### config.mk
export PLATFORM = sky130hd
export DESIGN_NAME = stack_port_ctrl
export DESIGN_NICKNAME = d
export VERILOG_FILES = /design/src/rtl/stack_port_ctrl_pkg.sv /design/src/rtl/stack_port_ctrl.sv
export SDC_FILE = /design/constraint.sdc
export NUM_CORES = 1
export LEC_CHECK = 0
export ABC_AREA = 1
export CORE_UTILIZATION = 43
export DETAILED_ROUTE_END_ITERATION = 10
export GPL_ROUTABILITY_DRIVEN = 0
export PLACE_DENSITY = 0.91
export SKIP_CTS_REPAIR_TIMING = 1
export SLEW_MARGIN = 10
export SYNTH_ARGS = -nofsm -noshare
export SYNTH_HDL_FRONTEND = slang
export SYNTH_SLANG_ARGS = --single-unit
### constraint.sdc
create_clock -name clk -period 2.36 [get_ports clk]
set_clock_uncertainty 0.1 [all_clocks]
set_input_delay 0.236 -clock clk [delete_from_list [all_inputs] [get_ports clk]]
set_output_delay 0.236 -clock clk [all_outputs]
set_load 0.1 [all_outputs]
### src/rtl/stack_port_ctrl_pkg.sv
// Shared stack definitions: FSM state encoding and default stack bounds,
// used by the port controller, the pointer unit and the decoder.
package stack_port_ctrl_pkg;

   typedef enum logic [2:0] {
      ST_IDLE    = 3'd0,
      ST_PUSH    = 3'd1,
      ST_POP_DEC = 3'd2,
      ST_POP_RD  = 3'd3,
      ST_POP_CAP = 3'd4,
      ST_FIN     = 3'd5
   } state_e;

   localparam logic [7:0] STACK_BASE_DEF  = 8'h00;
   localparam logic [7:0] STACK_LIMIT_DEF = 8'hFF;

endpackage

### src/rtl/stack_port_ctrl.sv
// Memory-side stack controller: sequences push (post-increment) and
// pop (pre-decrement) RAM transfers and drives the pointer strobes.
module stack_port_ctrl
   import stack_port_ctrl_pkg::*;
#(
   parameter logic [7:0] STACK_BASE  = STACK_BASE_DEF,
   parameter logic [7:0] STACK_LIMIT = STACK_LIMIT_DEF
) (
   input  logic       clk,
   input  logic       reset,
   input  logic       push_req,
   input  logic       pop_req,
   input  logic [7:0] data_in,
   input  logic [7:0] sp,
   output logic       sp_inc,
   output logic       sp_dec,
   output logic [7:0] mem_addr,
   output logic [7:0] mem_wdata,
   output logic       mem_we,
   output logic       mem_re,
   input  logic [7:0] mem_rdata,
   output logic [7:0] data_out,
   output logic       ready,
   output logic       done,
   output logic       err
);

   state_e     state_q, state_d;
   logic [7:0] data_q, data_d;
   logic [7:0] addr_q, addr_d;
   logic [7:0] dout_q, dout_d;
   logic       err_q, err_d;

   logic       sp_inc_c, sp_dec_c, we_c, re_c;
   logic       ready_c, done_c, err_c;
   logic [7:0] addr_c;

   always_ff @(posedge clk) begin
      if (reset) begin
         state_q <= ST_IDLE;
         data_q  <= 8'h00;
         addr_q  <= 8'h00;
         dout_q  <= 8'h00;
         err_q   <= 1'b0;
      end else begin
         state_q <= state_d;
         data_q  <= data_d;
         addr_q  <= addr_d;
         dout_q  <= dout_d;
         err_q   <= err_d;
      end
   end

   always_comb begin
      state_d  = state_q;
      data_d   = data_q;
      addr_d   = addr_q;
      dout_d   = dout_q;
      err_d    = err_q;
      sp_inc_c = 1'b0;
      sp_dec_c = 1'b0;
      we_c     = 1'b0;
      re_c     = 1'b0;
      ready_c  = 1'b0;
      done_c   = 1'b0;
      err_c    = 1'b0;
      addr_c   = addr_q;
      case (state_q)
         ST_IDLE: begin
            ready_c = 1'b1;
            // push has priority; a simultaneous pop is silently dropped
            if (push_req) begin
               if (sp == STACK_LIMIT) begin
                  err_d   = 1'b1;
                  state_d = ST_FIN;
               end else begin
                  data_d  = data_in;
                  state_d = ST_PUSH;
               end
            end else if (pop_req) begin
               if (sp == STACK_BASE) begin
                  err_d   = 1'b1;
                  state_d = ST_FIN;
               end else begin
                  state_d = ST_POP_DEC;
               end
            end
         end
         ST_PUSH: begin
            addr_c   = sp;
            addr_d   = sp;
            we_c     = 1'b1;
            sp_inc_c = 1'b1;
            state_d  = ST_FIN;
         end
         ST_POP_DEC: begin
            sp_dec_c = 1'b1;
            state_d  = ST_POP_RD;
         end
         ST_POP_RD: begin
            addr_c  = sp;
            addr_d  = sp;
            re_c    = 1'b1;
            state_d = ST_POP_CAP;
         end
         ST_POP_CAP: begin
            dout_d  = mem_rdata;
            state_d = ST_FIN;
         end
         ST_FIN: begin
            done_c  = 1'b1;
            err_c   = err_q;
            err_d   = 1'b0;
            state_d = ST_IDLE;
         end
         default: state_d = ST_IDLE;
      endcase
   end

   // All control outputs are forced inactive while reset is held
   assign ready     = ready_c & ~reset;
   assign done      = done_c & ~reset;
   assign err       = err_c & ~reset;
   assign sp_inc    = sp_inc_c & ~reset;
   assign sp_dec    = sp_dec_c & ~reset;
   assign mem_we    = we_c & ~reset;
   assign mem_re    = re_c & ~reset;
   assign mem_addr  = reset ? 8'h00 : addr_c;
   assign mem_wdata = reset ? 8'h00 : data_q;
   assign data_out  = reset ? 8'h00 : dout_q;

endmodule

**Word level (Yosys, flattened, before mapping)**

Cells that the tools add are included.

- Reduce and logical (&&, ||, !) cells: 7
- Mux-type cells: 20
- Bitwise logic cells: 8
- Multiply operators: 0
- Div/mod/pow operators: 0
- $add $sub $neg: 0
- Shift-type cells: 0
- Magnitude comparators: 0
- Equal/unequal tests: 9

Operators with widths:

| cell | number |
|---|---|
| 8-bit two-way mux | 4 |
| 3-bit two-way mux | 4 |
| 3-bit case mux with 4 select lines | 1 |
| 1-bit two-way mux | 10 |
| 3-bit inequality test, second input constant | 3 |
| 8-bit equality test, second input constant | 1 |
| 8-bit logical NOT | 1 |
| 1-bit bitwise AND | 6 |
| 3-bit by 2-bit equality test with 1-bit output, second input constant | 2 |
| 3-bit equality test, second input constant | 2 |
| 4-bit AND reduction | 1 |
| 2-bit OR reduction | 2 |
| 3-bit by 1-bit equality test with 1-bit output, second input constant | 1 |
| 3-bit logical NOT | 1 |
| 3-bit AND reduction | 1 |
| 1-bit inverter | 2 |
| 1-bit case mux with 2 select lines | 1 |
| 2-bit nonzero test | 1 |

- Memory bits (read-only): 0
- Bits in latches: 0
- Memories kept: 0
- Input bits: 28
- Register bits after elaboration: 28
- Memory bits (writable): 0

**Longest topological paths before layout**

Gate-level depths: netlist (run 1).

- Word-level depth: 5
- Mapped depth: 7

**Worst setup path before layout (run 1)**

OpenSTA, ideal clock, no wires.

- Path type: register to output
- Start: reg state_q[0]
- End: out sp_inc
- Slack: -1978 ps
- Stages on the path, launching flop included: 4
- Arrival: 4002 ps
- Required time: 2024 ps
- Cells stage by stage: dfxtp_1 > inv_2 > nor4_1 > buf_4

- Word-level cells in the longest chain between the ends: 3

Ends and longest elaborated chain:

| item | RTL line | source |
|---|---|---|
| start: declaration | stack_port_ctrl.sv:28 | `state_e state_q, state_d;` |
| start signal: assignment | stack_port_ctrl.sv:46 | `state_q <= state_d;` |
| 3-bit by 1-bit equality test with 1-bit output | - |  |
| 1-bit two-way mux | - |  |
| 1-bit bitwise AND | - |  |
| end: declaration | stack_port_ctrl.sv:15 | `output logic sp_inc,` |

Every way passes these cells.

**Worst setup path after layout (run 1)**

- Start: reg state_q[2]
- End: out mem_addr[0]

- Word-level cells in the longest chain between the ends: 4
- Elaborated cells on any way between the ends: 5
- Those cells by class: eq/ne (2); mux (2); reduce/logical (1)

Ends and longest elaborated chain:

| item | RTL line | source |
|---|---|---|
| 3-bit by 2-bit equality test with 1-bit output / 3-bit by 1-bit equality test with 1-bit output (equally long branches) | stack_port_ctrl.sv:68 | `case (state_q)` |
| 2-bit OR reduction (no source line) (*) | - |  |
| 8-bit two-way mux (*) (2 in series) | - |  |
| end: declaration | stack_port_ctrl.sv:17 | `output logic [7:0] mem_addr,` |

Every way passes the cells marked *; elsewhere a longest branch is shown, timed or not.

==> metrics, run 1 <==
status=completed; wire length per cell=13.1 µm; Post-synth top flop=dfxtp_1; placed cell area=2210 µm²; ant diodes=0; warnings from Yosys=0; CTS buffer count=3; initial antenna violation count=0; synthesized flop and latch total=28; drt drc=0; share of the synthesized area in the top cell type=45.1%; gr ovfl total=0; Antenna Nets Post-Route=0; Slew headroom=between 70 and 80%; core area=2760 µm²; Area Growth Syn to Fin=82.0%; Die Height=55.8 µm; min Tclk post-route=2.17 ns; crit path launch=state_q[2]; CTS H-tree depth=1; Final Instance Area=approximately 2300 µm²; vias in the first global route=between 1000 and 1500; RSZ-0062 raised after global routing=no; die area=~3100 µm²; FFs w/ async S/R, synth=0%; GRT Util Overall=approximately a quarter; crit-path cells=inv_2, nand2_1, inv_1, nor2_1, nor2_2, buf_12; HP Class=reg2reg; period utilization=91.9%; largest net degree at the start of global routing=19; drt first-iter violations=38; HP Start=dout_q[6]; share of layout cells above drive strength 1=roughly a quarter; Top delay family on crit path=buffers and inverters; CTS tree=yes; Worst path slowest cell=dfxtp_1; cell type with the largest total area after synthesis=dfxtp_1; Slew Limit Fails=0; Worst Setup Path Type=reg2out; Crit Reg-Reg Startpoint=state_q[2]; EDFF count, synth=0; Data required, critical path=2.02 ns; Worst EP arrival=1.83 ns; clock latency on the worst-skew pair=0.33 ns; Bufs on Longest Clock Path=2; Vias/cell=5.03; post-synthesis sequential area ratio=45.1%; Avg Cell Area, Syn=6.99 µm²; # setup viols final=0; Pre-antenna DRT Iters=4; final core occ=82.1%; leading post-synthesis cells by cell area=dfxtp_1 45%, nor2_1 14%, o21ai_0 8.9%; Worst Setup Start Kind=register; Worst Setup End Kind=output port; CP Buf/Inv Count=3; clock sink total=28; most frequent cells after synthesis=48 x nor2_1, 28 x dfxtp_1, 22 x inv_1, 22 x o21ai_0, 18 x a21oi_1; via count=approximately 1300; leakage power=0.894 nW; max incr delay on CP=0.42 ns; pwr dens=848 nW/µm²; die outline width=55.8 µm; global-route wire length before repair=5750 µm; Synth Net Count=206; CP Max Fanout=9; post-synth cell types=21; wirelength, routed=3490 µm; CTS Root Cell=clkbuf_4; IO Count=59; total of max-cap violations=0; net total in the final layout=~270; dpl hpwl=2610 µm; Worst Tran Pin Value=0.437 ns; fmax=0.461 GHz; row count=19; Hold Fails Final Rpt=0; CTS clk-pin slew, worst paths=0.15 ns; count leader, synth=nor2_1; maximum vdd drop=around 750 µV; Initial Util=45.1%; Syn Inst Count=178; Port Buffers=between 50 and 60; Post-Syn Area=between 1000 and 1500 µm²
==> cells by family after synthesis <==
| kind of cell | share of synthesized area [%] |
|---|---|
| buf+inv | 10.6 |
| compound gates | 18.0 |
| flops | 45.1 |
| simple gates | 26.4 |
==> stage by stage <==
step           power (mW)  hold WS (ns)  setup TNS [ns]  cells  setup WS, ns
4_1_cts              1.93         0.366               0    267         0.202
6_report             1.92         0.365               0    267         0.191
3_3_place_gp         1.59         0.336               0    263         0.438
3_5_place_dp         1.61         0.344               0    263         0.414
2_1_floorplan        1.25         0.298          -0.227    178        -0.227
5_1_grt              2.00         0.377               0    267        0.0312
==> power by group <==
part / switching (mW) / internal (mW)
Combinational: 0.675 / 0.340
Sequential: 0.0357 / 0.548
Clock: 0.148 / 0.172
==> registers in the layout, indices dropped and copies added, names as in the netlist <==
name     count
err_q        1
state_q      3
addr_q       8
dout_q       8
data_q       8
==> worst paths after layout <==
path	to	slack, ns	cells past startpoint
worst max-delay path	mem_addr[0]	0.19	6
worst min-delay path	dout_q[6]	0.36	2
worst max register to register	addr_q[2]	0.84	5
worst min register to register	dout_q[6]	0.36	2
==> cells in the final DEF (no fill, tap or decap), drive strengths merged <==
cell type      instances
a21oi                 18
buf                   34
bufinv                 1
clkbuf                 3
clkdlybuf4s50         27
dfxtp                 28
inv                   24
nand2                 16
nand3                  4
nor2                  49
nor3                   3
nor4                   2
o21ai                 26
or2                    1
==> layer usage <==
layer	global-route usage (%)	up-vias	wire, µm
met5	0	-	0
met4	11.1	0	58
met3	4.65	5	139
met2	42.9	33	1870
met1	26.4	625	1430
li1	-	681	-
==> area by class of cell <==
cell class,count,area [µm²]
sequential,28,561
timing repair buffer,61,913
clock inverter,1,30.0
multi-input combinational,119,608
clock buffer,3,22.5
inverter,24,90.1
fill,165,494
tap,31,38.8
==> tightest hold or removal path: cells and delay by family, from the launching register on <==
| family | cells | cell delay, ns |
|---|---|---|
| buffers and inverters | 1 | 0.06 |
| AOI/OAI and AO/OA | 1 | 0.05 |
| DFF | 1 | 0.33 |
Note: power is estimated with default switching activity, not from simulation.
==> run 2, diff against run 1 <==
Settings changed: CORE_UTILIZATION 43 to 45, CTS_BUF_LIST from default to sky130_fd_sc_hd__clkbuf_8, PLACE_DENSITY 0.91 to 0.94, TNS_END_PERCENT from default to 50.
==> run 2 against run 1 <==
Effect of this change: count of clock-buffer cells in the layout unchanged; largest cell class unchanged; global-route usage increased by 3.7 points; combinational power about the same; design area decreased by 1.2%; sequential share of layout area increased by 0.30 points; cell count decreased by 1.1%; worst setup slack improved by 0.059 ns.
==> metrics, run 2 (synthesis results as in run 1) <==
leakage power=0.884 nW (was 0.894 nW); RSZ-0062 raised after global routing=no (unchanged); setup ws final=0.249 ns (was 0.191 ns); Port Buffers=58 (unchanged); R2R setup slack=0.80 ns (was 0.84 ns); share of layout cells above drive strength 1=22.6% (was 24.6%); largest net degree at the start of global routing=22 (was 19); clock latency on the worst-skew pair=0.27 ns (was 0.33 ns); fmax=0.474 GHz (was 0.461 GHz); HP Class=reg2reg (unchanged); cell mode on critical path=nor2_1; Crit Reg-Reg Startpoint=state_q[1] (was state_q[2]); Area Growth Syn to Fin=79.8% (was 82.0%); maximum vdd drop=889 µV (was 747 µV); Place WS=0.544 ns (was 0.414 ns); CP Max Fanout=9 (unchanged); Bufs on Longest Clock Path=2 (unchanged); CTS Root Cell=clkbuf_8 (was clkbuf_4); row count=18 (was 19); vias in the first global route=1264 (was 1316); Logic pwr share=54.9% (was 52.9%); Int Pwr=999 µW (was 1.06 mW); drt drc=0 (unchanged); CTS clk-pin slew, worst paths=0.09 ns (was 0.15 ns); sequential share of power=31.6% (was 30.4%); die area=2980 µm² (was 3110 µm²); Pre-antenna DRT Iters=4 (unchanged); Critical R2R Capture=dout_q[4] (was addr_q[2]); Worst EP arrival=1.77 ns (was 1.83 ns); top flop regs=addr_q (8), data_q (8), dout_q (8) (unchanged); drt first-iter violations=45 (was 38); CTS tree=yes (unchanged); Worst path slowest cell=dfxtp_1 (unchanged); Worst Tran Pin Value=0.493 ns (was 0.437 ns); CTS buffer count=3 (unchanged); Worst Setup Start Kind=register (unchanged); IO Count=59 (unchanged); Vias/cell=5.16 (was 5.03); wirelength, routed=3760 µm (was 3490 µm); Hold EP=dout_q[7] (was dout_q[6]); HP Start=dout_q[7] (was dout_q[6]); dpl hpwl=2800 µm (was 2610 µm); Switching Share=46.2% (was 44.7%); net total in the final layout=264 (was 265); Data required, critical path=2.02 ns (about the same); crit-path cells=inv_2, nand2_1, inv_1, nor2_1, nor2_1, buf_12 (was inv_2, nand2_1, inv_1, nor2_1, nor2_2, buf_12); total negative setup slack=0 ns (unchanged); initial antenna violation count=0 (unchanged); most common cell after layout, fill and taps aside=nor2_1 (unchanged); core area=2540 µm² (was 2760 µm²); clock power share=13.6% (was 16.7%); min Tclk post-route=2.11 ns (was 2.17 ns); die outline width=54.6 µm (was 55.8 µm); CTS H-tree depth=1 (unchanged); total power=1.86 mW (was 1.92 mW); Worst Setup End Kind=output port (unchanged); global-route wire length before repair=5660 µm (was 5750 µm); final core occ=87.9% (was 82.1%); depth of the worst hold-timing path=2 (unchanged); Slew Limit Fails=0 (unchanged); ant diodes=0 (unchanged); Hold Slack=0.362 ns (was 0.365 ns); Worst Setup Path Type=reg2out (unchanged); GRT Util Overall=27.3% (was 23.6%); pwr dens=831 nW/µm² (was 848 nW/µm²); clock sink total=28 (unchanged); Die Height=54.6 µm (was 55.8 µm); max incr delay on CP=0.41 ns (was 0.42 ns); Antenna Nets Post-Route=0 (unchanged); Initial Util=48.9% (was 45.1%); status=completed (unchanged); # setup viols final=0 (unchanged); Hold Fails Final Rpt=0 (unchanged); period utilization=89.4% (was 91.9%); Slew headroom=67.0% (was 70.8%); wire length per cell=14.2 µm (was 13.1 µm); gr ovfl total=0 (unchanged); sw power=859 µW (was 858 µW); total of max-cap violations=0 (unchanged); via count=1362 (was 1344); r2r worst-path depth=4 (was 5); commonest cells after routing, fill and taps aside=43 x nor2_1, 31 x buf_12, 28 x dfxtp_1 (was 40 x nor2_1, 31 x buf_12, 28 x dfxtp_1)
-- run 2: cell count changes in the layout (fill, tap and decap cells not counted) --
cell       delta
nor2_2        -3
clkbuf_4      -3
clkbuf_8      +3
nor2_1        +3
bufinv_16     -1
buf_4         -1
-- run 2: area by class of cell --
cell class	instances	area [µm²]
repair buffers	60	906
flip-flops and latches	28	561
inverters	24	90.1
clock buffers	3	41.3
multi-input cells	119	601
well taps	30	37.5
fillers	126	309
-- run 2: routing by layer --
| layer | wire length (µm) | GRT usage (%) |
|---|---|---|
| met1 | 1480 | 30.1 |
| met2 | 2050 | 50.8 |
| met3 | 188 | 6.11 |
| met4 | 41 | 8.97 |
| met5 | 0 | 0 |
-- run 2: how the worst max path moves through the flow --
stage,startpoint,to,slack [ns],cells after the start
3_3_place_gp,reset,sp_inc,0.58,4
4_1_cts,state_q[2],mem_addr[6],0.27,6
2_1_floorplan,state_q[1],mem_re,-0.23,2
5_1_grt,state_q[2],mem_addr[4],0.14,6
6_report,state_q[2],mem_addr[6],0.25,6
3_5_place_dp,reset,mem_we,0.54,4
-- run 2: worst max-delay path: cells and delay by family, from the launching register on --
kind / cells / cell delay (ns)
buffers and inverters: 3 / 0.61
DFF: 1 / 0.41
and+or+nand+nor: 3 / 0.48
-- run 2: metrics by stage --
step | instance area (µm²) | instances
5_1_grt | 2240 | 264
2_1_floorplan | 1290 | 178
4_1_cts | 2240 | 264
3_5_place_dp | 2190 | 261
3_3_place_gp | 2190 | 261
6_report | 2240 | 264
-- run 2: power groups by stage --
stage          Clock [mW]  Combinational (mW)  Sequential (mW)
2_1_floorplan           0               0.661            0.586
3_3_place_gp            0               0.987            0.590
3_5_place_dp            0                1.01            0.596
4_1_cts             0.252                1.02            0.586
5_1_grt             0.280                1.06            0.594
6_report            0.252                1.02            0.587
